File: src/rtl/lau_pkg.sv
// rtl/lau_pkg.sv - shared types and constants for the add/sub unit and its arbiter
// Contents:
//   speed_e      datapath implementation selector (SLOW ripple, FAST operator adder)
//   arb_state_e  result register occupancy (EMPTY, FULL)
//   PerfCntWidth width of each per-requester grant counter
//   idx_width()  requester index width, never below 1 bit
package lau_pkg;

  typedef enum logic {
    SLOW = 1'b0,
    FAST = 1'b1
  } speed_e;

  typedef enum logic {
    EMPTY = 1'b0,
    FULL  = 1'b1
  } arb_state_e;

  localparam int PerfCntWidth = 16;

  function automatic int idx_width(input int n);
    return (n > 1) ? $clog2(n) : 1;
  endfunction

endpackage

File: src/rtl/AddSubV.sv
// rtl/AddSubV.sv - combinational add/subtract with 2's-complement overflow flag
// Parameters: width (word width), speed (FAST operator adder / SLOW ripple chain)
// Ports:
//   A, B  in  width  operands
//   CI    in  1      carry-in (borrow-in when subtracting)
//   SUB   in  1      1: S = A - B - CI, 0: S = A + B + CI
//   S     out width  sum / difference
//   V     out 1      signed overflow
module AddSubV
  import lau_pkg::*;
#(
  parameter int     width = 8,
  parameter speed_e speed = FAST
) (
  input  logic [width-1:0] A,
  input  logic [width-1:0] B,
  input  logic             CI,
  input  logic             SUB,
  output logic [width-1:0] S,
  output logic             V
);

  // A - B - CI == A + ~B + ~CI in width-bit 2's complement
  logic [width-1:0] b_eff;
  logic             c_eff;

  assign b_eff = SUB ? ~B : B;
  assign c_eff = SUB ? ~CI : CI;

  generate
    if (speed == FAST) begin : g_fast
      assign S = A + b_eff + width'(c_eff);
    end else begin : g_ripple
      logic carry;
      always_comb begin
        carry = c_eff;
        S     = '0;
        for (int i = 0; i < width; i++) begin
          S[i]  = A[i] ^ b_eff[i] ^ carry;
          carry = (A[i] & b_eff[i]) | (carry & (A[i] ^ b_eff[i]));
        end
      end
    end
  endgenerate

  // Overflow: both effective addends share a sign that the result does not
  assign V = (A[width-1] == b_eff[width-1]) && (S[width-1] != A[width-1]);

endmodule

File: src/rtl/addsub_rr_pick.sv
// rtl/addsub_rr_pick.sv - round-robin pick of the first valid requester at or after ptr
// Parameters: NumReq (requesters), IdxW (index width)
// Ports:
//   valid  in  NumReq  request vector
//   ptr    in  IdxW    highest-priority index for this cycle
//   grant  out NumReq  one-hot pick, zero when nothing is valid
//   idx    out IdxW    binary index of the pick
//   any    out 1       some requester is valid
module addsub_rr_pick
  import lau_pkg::*;
#(
  parameter int NumReq = 4,
  parameter int IdxW   = idx_width(NumReq)
) (
  input  logic [NumReq-1:0] valid,
  input  logic [IdxW-1:0]   ptr,
  output logic [NumReq-1:0] grant,
  output logic [IdxW-1:0]   idx,
  output logic              any
);

  localparam logic [IdxW:0] NumReqW = (IdxW + 1)'(NumReq);

  // Scan ptr, ptr+1, ... wrapping at NumReq; the first valid hit wins
  always_comb begin
    logic [IdxW:0]   sum;
    logic [IdxW-1:0] j;
    grant = '0;
    idx   = '0;
    any   = 1'b0;
    sum   = '0;
    j     = '0;
    for (int k = 0; k < NumReq; k++) begin
      sum = {1'b0, ptr} + (IdxW + 1)'(k);
      if (sum >= NumReqW) sum = sum - NumReqW;
      j = sum[IdxW-1:0];
      if (!any && valid[j]) begin
        any      = 1'b1;
        grant[j] = 1'b1;
        idx      = j;
      end
    end
  end

endmodule

File: src/rtl/addsub_rr_arbiter.sv
// rtl/addsub_rr_arbiter.sv - round-robin arbiter sharing one AddSubV over NumReq requesters
// Parameters: width, speed (passed to AddSubV), NumReq (1..16)
// Ports:
//   clk_i, rst_ni             clock, asynchronous active-low reset
//   req_valid_i/req_ready_o   per-requester handshake, ready is one-hot or zero
//   req_a_i, req_b_i          per-requester operands
//   req_ci_i, req_sub_i       per-requester carry-in and subtract enable
//   rsp_valid_o/rsp_ready_i   result handshake
//   rsp_s_o, rsp_v_o          registered result and overflow
//   rsp_id_o                  index of the requester that produced the result
//   perf_grant_cnt_o          saturating grant counters, only with ADDSUB_ARB_PERF_EN
module addsub_rr_arbiter
  import lau_pkg::*;
#(
  parameter int     width  = 8,
  parameter speed_e speed  = FAST,
  parameter int     NumReq = 4
) (
  input  logic                                clk_i,
  input  logic                                rst_ni,
  input  logic [NumReq-1:0]                   req_valid_i,
  output logic [NumReq-1:0]                   req_ready_o,
  input  logic [NumReq-1:0][width-1:0]        req_a_i,
  input  logic [NumReq-1:0][width-1:0]        req_b_i,
  input  logic [NumReq-1:0]                   req_ci_i,
  input  logic [NumReq-1:0]                   req_sub_i,
  output logic                                rsp_valid_o,
  input  logic                                rsp_ready_i,
  output logic [width-1:0]                    rsp_s_o,
  output logic                                rsp_v_o,
  output logic [idx_width(NumReq)-1:0]        rsp_id_o
`ifdef ADDSUB_ARB_PERF_EN
  ,
  output logic [NumReq-1:0][PerfCntWidth-1:0] perf_grant_cnt_o
`endif
);

  localparam int            IdxW    = idx_width(NumReq);
  localparam logic [IdxW:0] NumReqW = (IdxW + 1)'(NumReq);

  arb_state_e        state;
  logic [IdxW-1:0]   ptr;
  logic [IdxW-1:0]   ptr_next;
  logic [IdxW:0]     idx_inc;
  logic [NumReq-1:0] grant;
  logic [IdxW-1:0]   idx;
  logic              any;
  logic              can_accept;
  logic              fire;
  logic [width-1:0]  a_sel;
  logic [width-1:0]  b_sel;
  logic              ci_sel;
  logic              sub_sel;
  logic [width-1:0]  sum;
  logic              ovf;

  addsub_rr_pick #(
    .NumReq (NumReq),
    .IdxW   (IdxW)
  ) u_pick (
    .valid (req_valid_i),
    .ptr   (ptr),
    .grant (grant),
    .idx   (idx),
    .any   (any)
  );

  // A full register can take a new result in the same cycle it is drained
  assign can_accept  = (state == EMPTY) || rsp_ready_i;
  assign fire        = can_accept && any;
  // Gated by reset so nothing is accepted while the result register is held clear
  assign req_ready_o = (fire && rst_ni) ? grant : '0;
  assign rsp_valid_o = (state == FULL);

  // One-hot AND-OR operand mux
  always_comb begin
    a_sel   = '0;
    b_sel   = '0;
    ci_sel  = 1'b0;
    sub_sel = 1'b0;
    for (int i = 0; i < NumReq; i++) begin
      if (grant[i]) begin
        a_sel   = a_sel | req_a_i[i];
        b_sel   = b_sel | req_b_i[i];
        ci_sel  = ci_sel | req_ci_i[i];
        sub_sel = sub_sel | req_sub_i[i];
      end
    end
  end

  AddSubV #(
    .width (width),
    .speed (speed)
  ) u_addsub (
    .A   (a_sel),
    .B   (b_sel),
    .CI  (ci_sel),
    .SUB (sub_sel),
    .S   (sum),
    .V   (ovf)
  );

  assign idx_inc  = {1'b0, idx} + (IdxW + 1)'(1);
  assign ptr_next = (idx_inc >= NumReqW) ? '0 : idx_inc[IdxW-1:0];

  always_ff @(posedge clk_i or negedge rst_ni) begin
    if (!rst_ni) begin
      state    <= EMPTY;
      ptr      <= '0;
      rsp_s_o  <= '0;
      rsp_v_o  <= 1'b0;
      rsp_id_o <= '0;
    end else begin
      case (state)
        EMPTY: begin
          if (fire) begin
            state    <= FULL;
            ptr      <= ptr_next;
            rsp_s_o  <= sum;
            rsp_v_o  <= ovf;
            rsp_id_o <= idx;
          end
        end
        FULL: begin
          if (fire) begin
            ptr      <= ptr_next;
            rsp_s_o  <= sum;
            rsp_v_o  <= ovf;
            rsp_id_o <= idx;
          end else if (rsp_ready_i) begin
            state <= EMPTY;
          end
        end
        default: state <= EMPTY;
      endcase
    end
  end

`ifdef ADDSUB_ARB_PERF_EN
  for (genvar g = 0; g < NumReq; g++) begin : g_perf
    always_ff @(posedge clk_i or negedge rst_ni) begin
      if (!rst_ni) begin
        perf_grant_cnt_o[g] <= '0;
      end else if (fire && grant[g] && (perf_grant_cnt_o[g] != '1)) begin
        perf_grant_cnt_o[g] <= perf_grant_cnt_o[g] + 1'b1;
      end
    end
  end
`endif

endmodule

File: config.mk
export PLATFORM = sky130hd
export DESIGN_NAME = addsub_rr_arbiter
export DESIGN_NICKNAME = d
export VERILOG_FILES = /design/src/rtl/lau_pkg.sv /design/src/rtl/AddSubV.sv /design/src/rtl/addsub_rr_pick.sv /design/src/rtl/addsub_rr_arbiter.sv
export SDC_FILE = /design/constraint.sdc
export NUM_CORES = 1
export LEC_CHECK = 0
export CAP_MARGIN = 20
export CORE_AREA = 5 5 74 76
export DETAILED_ROUTE_END_ITERATION = 8
export DIE_AREA = 0 0 79 81
export HOLD_SLACK_MARGIN = 0.12
export PLACE_DENSITY = 0.77
export SLEW_MARGIN = 40
export SYNTH_ARGS = -nofsm -noshare
export SYNTH_HDL_FRONTEND = slang
export SYNTH_HIERARCHICAL = 1
export SYNTH_SLANG_ARGS = --single-unit
export TNS_END_PERCENT = 30
File: constraint.sdc
create_clock -name clk_i -period 5.9 [get_ports clk_i]
set_input_delay 1.18 -clock clk_i [delete_from_list [all_inputs] [get_ports clk_i]]
set_output_delay 1.18 -clock clk_i [all_outputs]
set_load 0.02 [all_outputs]
==> metrics <==
fill count 405; die height 81 µm; Synth Flop Type dfrtp_1; die area approximately 0.0064 mm²; largest net degree at the start of global routing 19; Clock transition at path regs 60 ps; DR WL/cell 16.26 µm; critical path cell sequence clkdlybuf4s50_1, mux4_2, nor4b_4, a22oi_1, o21ai_1, buf_4, and3_1, clkdlybuf4s50_1; core footprint between 0.004 and 0.005 mm²; via count ~1.9k; Max Fclk between 0.15 and 0.2 GHz; setup TNS 0 ps; delay of the slowest critical-path stage between 600 and 700 ps; status complete, no violations; slowest CP cell mux4_2; Initial Utilization 38.63%; diodes inserted 0; Avg Cell Area, Syn 9.577 µm²; multiplexer share of the synthesized area 17.10%; Multi-input gate area 0.001340 mm²; Post-synth top cells a22oi_1, nand2_1, dfrtp_1; worst-path fanout max 18; nets@finish about 370; hold_ws 501.4 ps; post-synthesis compound-gate area fraction roughly a quarter; post-DR vias/cell 5.602; Slew HR 62.66%; Final Setup Violations 0; Clk Tree Root Cell clkbuf_8; Adder-Cell Fraction of Synth Area 10.56%; post-synthesis sequential area ratio 19.46%; Setup Skew 0.3203 ps; Critical Path Most Common Cell clkdlybuf4s50_1; Die Wd 79 µm; Slew @ Worst Pin 560.1 ps; Routability Congestion approximately 0.8; Remaining DRCs 0; worst hold path startpoint rsp_s_o[0]; share of synthesized flip-flops with an asynchronous set or reset 100.0%; simple logic cell fraction of the synthesized area 13.48%; first-pass GRT wire length 8528 µm; first-pass detailed-route iteration total 4; hold crit path type flip-flop to flip-flop; Yosys top cell area share 19.46%; Hold Buf Count CTS 0; R2R cell count 17; capturing point of the worst reg2reg path rsp_s_o[6]; top-count cell post-synth a22oi_1; RR Startpoint ptr[0]; Mapped Nets 281; number of global-route vias before repair 1869; Global Route Usage Sum between 15 and 20%; final slew viol count 0; Fin. Hold Viols 0; Yosys warnings 6; mapped cell area ~0.0018 mm²; Critical Path End Type output pin; Rows 25; final core occ 60.70%; Critical Path RT 4720 ps; 1st-iter DRT viols 72; Top Family by Delay on Critical Path buffers and inverters; Worst EP arrival 4100 ps; IO Port Bufs 94; largest family of logic cells by synthesized area compound AO/OA/AOI/OAI gates; post-synthesis cell type with the largest combined area dfrtp_1; layout cells sized above 1 13.21%; clock period minus worst slack 5277 ps; antenna violations before repair 0; Synth area leaders dfrtp_1, a22oi_1, ha_1, xor2_1, mux2_2; Antenna Nets Post-Route 0; Reg2Reg Setup Slack 1120 ps; Synth Area in XOR/XNOR 7.297%; Max Cap Viol 0; Area growth syn-to-layout 57.12%; Final period util 89.44%; grt ovf 0; htree depth 1; hpwl dp 4552 µm; CTS Sinks 14; Post-synth EDFFs 0; Clock Latency Late Sink 240 ps; Min-Delay Endpoint rsp_s_o[0]; Ports 95; Max clock buf depth 2; register cell area after layout about 350 µm²; Post-Syn Instances between 150 and 200; Inserted Clock Buffers 3; CP Buf/Inv Count 3; total wire length 5430 µm; RSZ-0062 raised after global routing no; depth of the worst hold-timing path 1; Post-CTS Setup Repair Bufs 0; crit path launch type input port; CTS tree built; synth unique cells 44; Crit Path Class input port to output pin; CTS resizes 0; post-synthesis register bit count 14
[cells by family after synthesis]
family,after synthesis
compound gates,62
xor+xnor,15
fa+ha+maj,14
buf+inv,18
flops,14
mux,21
simple gates,44
[routing by layer]
layer,share of wire (%),track usage (%)
met2,48,27.61
met4,1.6,6.186
met3,7.4,2.439
met5,0,0
met1,43,20.86
[metrics by stage]
stage	instance area (µm²)	setup slack [ps]	instances
after floorplan	1800	1120	188
after global placement	2774	637.9	330
after detailed placement	2774	485.8	330
after CTS	2829	673.0	334
after global routing	2829	464.6	334
final	2829	622.8	334
[sequential cells by signal, summed over array words and instances (netlist names)]
register	flops
rsp_s_o	8
ptr	2
rsp_id_o	2
rsp_v_o	1
rsp_valid_o	1
[worst register-to-register path: stages, from the launching register on]
cell      delay (ps)
dfrtp_1          690
inv_1            140
ha_1             400
mux4_2           450
nor4b_4          410
a22oi_1          120
o21ai_1          150
buf_4            260
a22oi_1          120
nand2_1           90
xor2_1            80
fa_1             480
fa_1             440
a21oi_1          220
o211ai_1         100
a21oi_1          180
xnor2_1           80
mux2_4           250
[area by class of cell]
| class | count | area share [%] |
|---|---|---|
| Tap cell | 54 | 2.388 |
| Clock buffer | 4 | 1.946 |
| Timing Repair Buffer | 102 | 35.38 |
| Multi-Input combinational cell | 156 | 47.37 |
| Sequential cell | 14 | 12.38 |
| Inverter | 4 | 0.5307 |
[cell usage in the layout, fill, tap and decap left out, drive strengths merged, types with 2 or more instances in the layout]
cell	instances
xor2	11
fa	2
nand2	21
clkdlybuf4s50	94
a21oi	3
a21o	2
nor2b	2
nor2	6
mux2	14
a22oi	44
dfrtp	14
xnor2	4
and3	4
buf	8
mux2i	3
mux4	4
inv	4
ha	12
o211ai	2
clkbuf	4
o21ai	5
nand2b	3
and2	2
[how the worst max path moves through the flow]
stage / cells after the start / from / to / slack (ps)
finish: 8 / req_valid_i[3] / req_ready_o[2] / 620
detailed placement: 16 / req_valid_i[3] / rsp_s_o[6] / 490
floorplan: 17 / req_valid_i[2] / rsp_s_o[6] / 1120
CTS: 8 / req_valid_i[3] / req_ready_o[3] / 670
global route: 16 / req_valid_i[3] / rsp_s_o[6] / 460
global placement: 16 / req_valid_i[3] / rsp_s_o[6] / 640
Power is not shown: default switching activity piles up to over one toggle a cycle in this logic, so the estimate is an artifact.
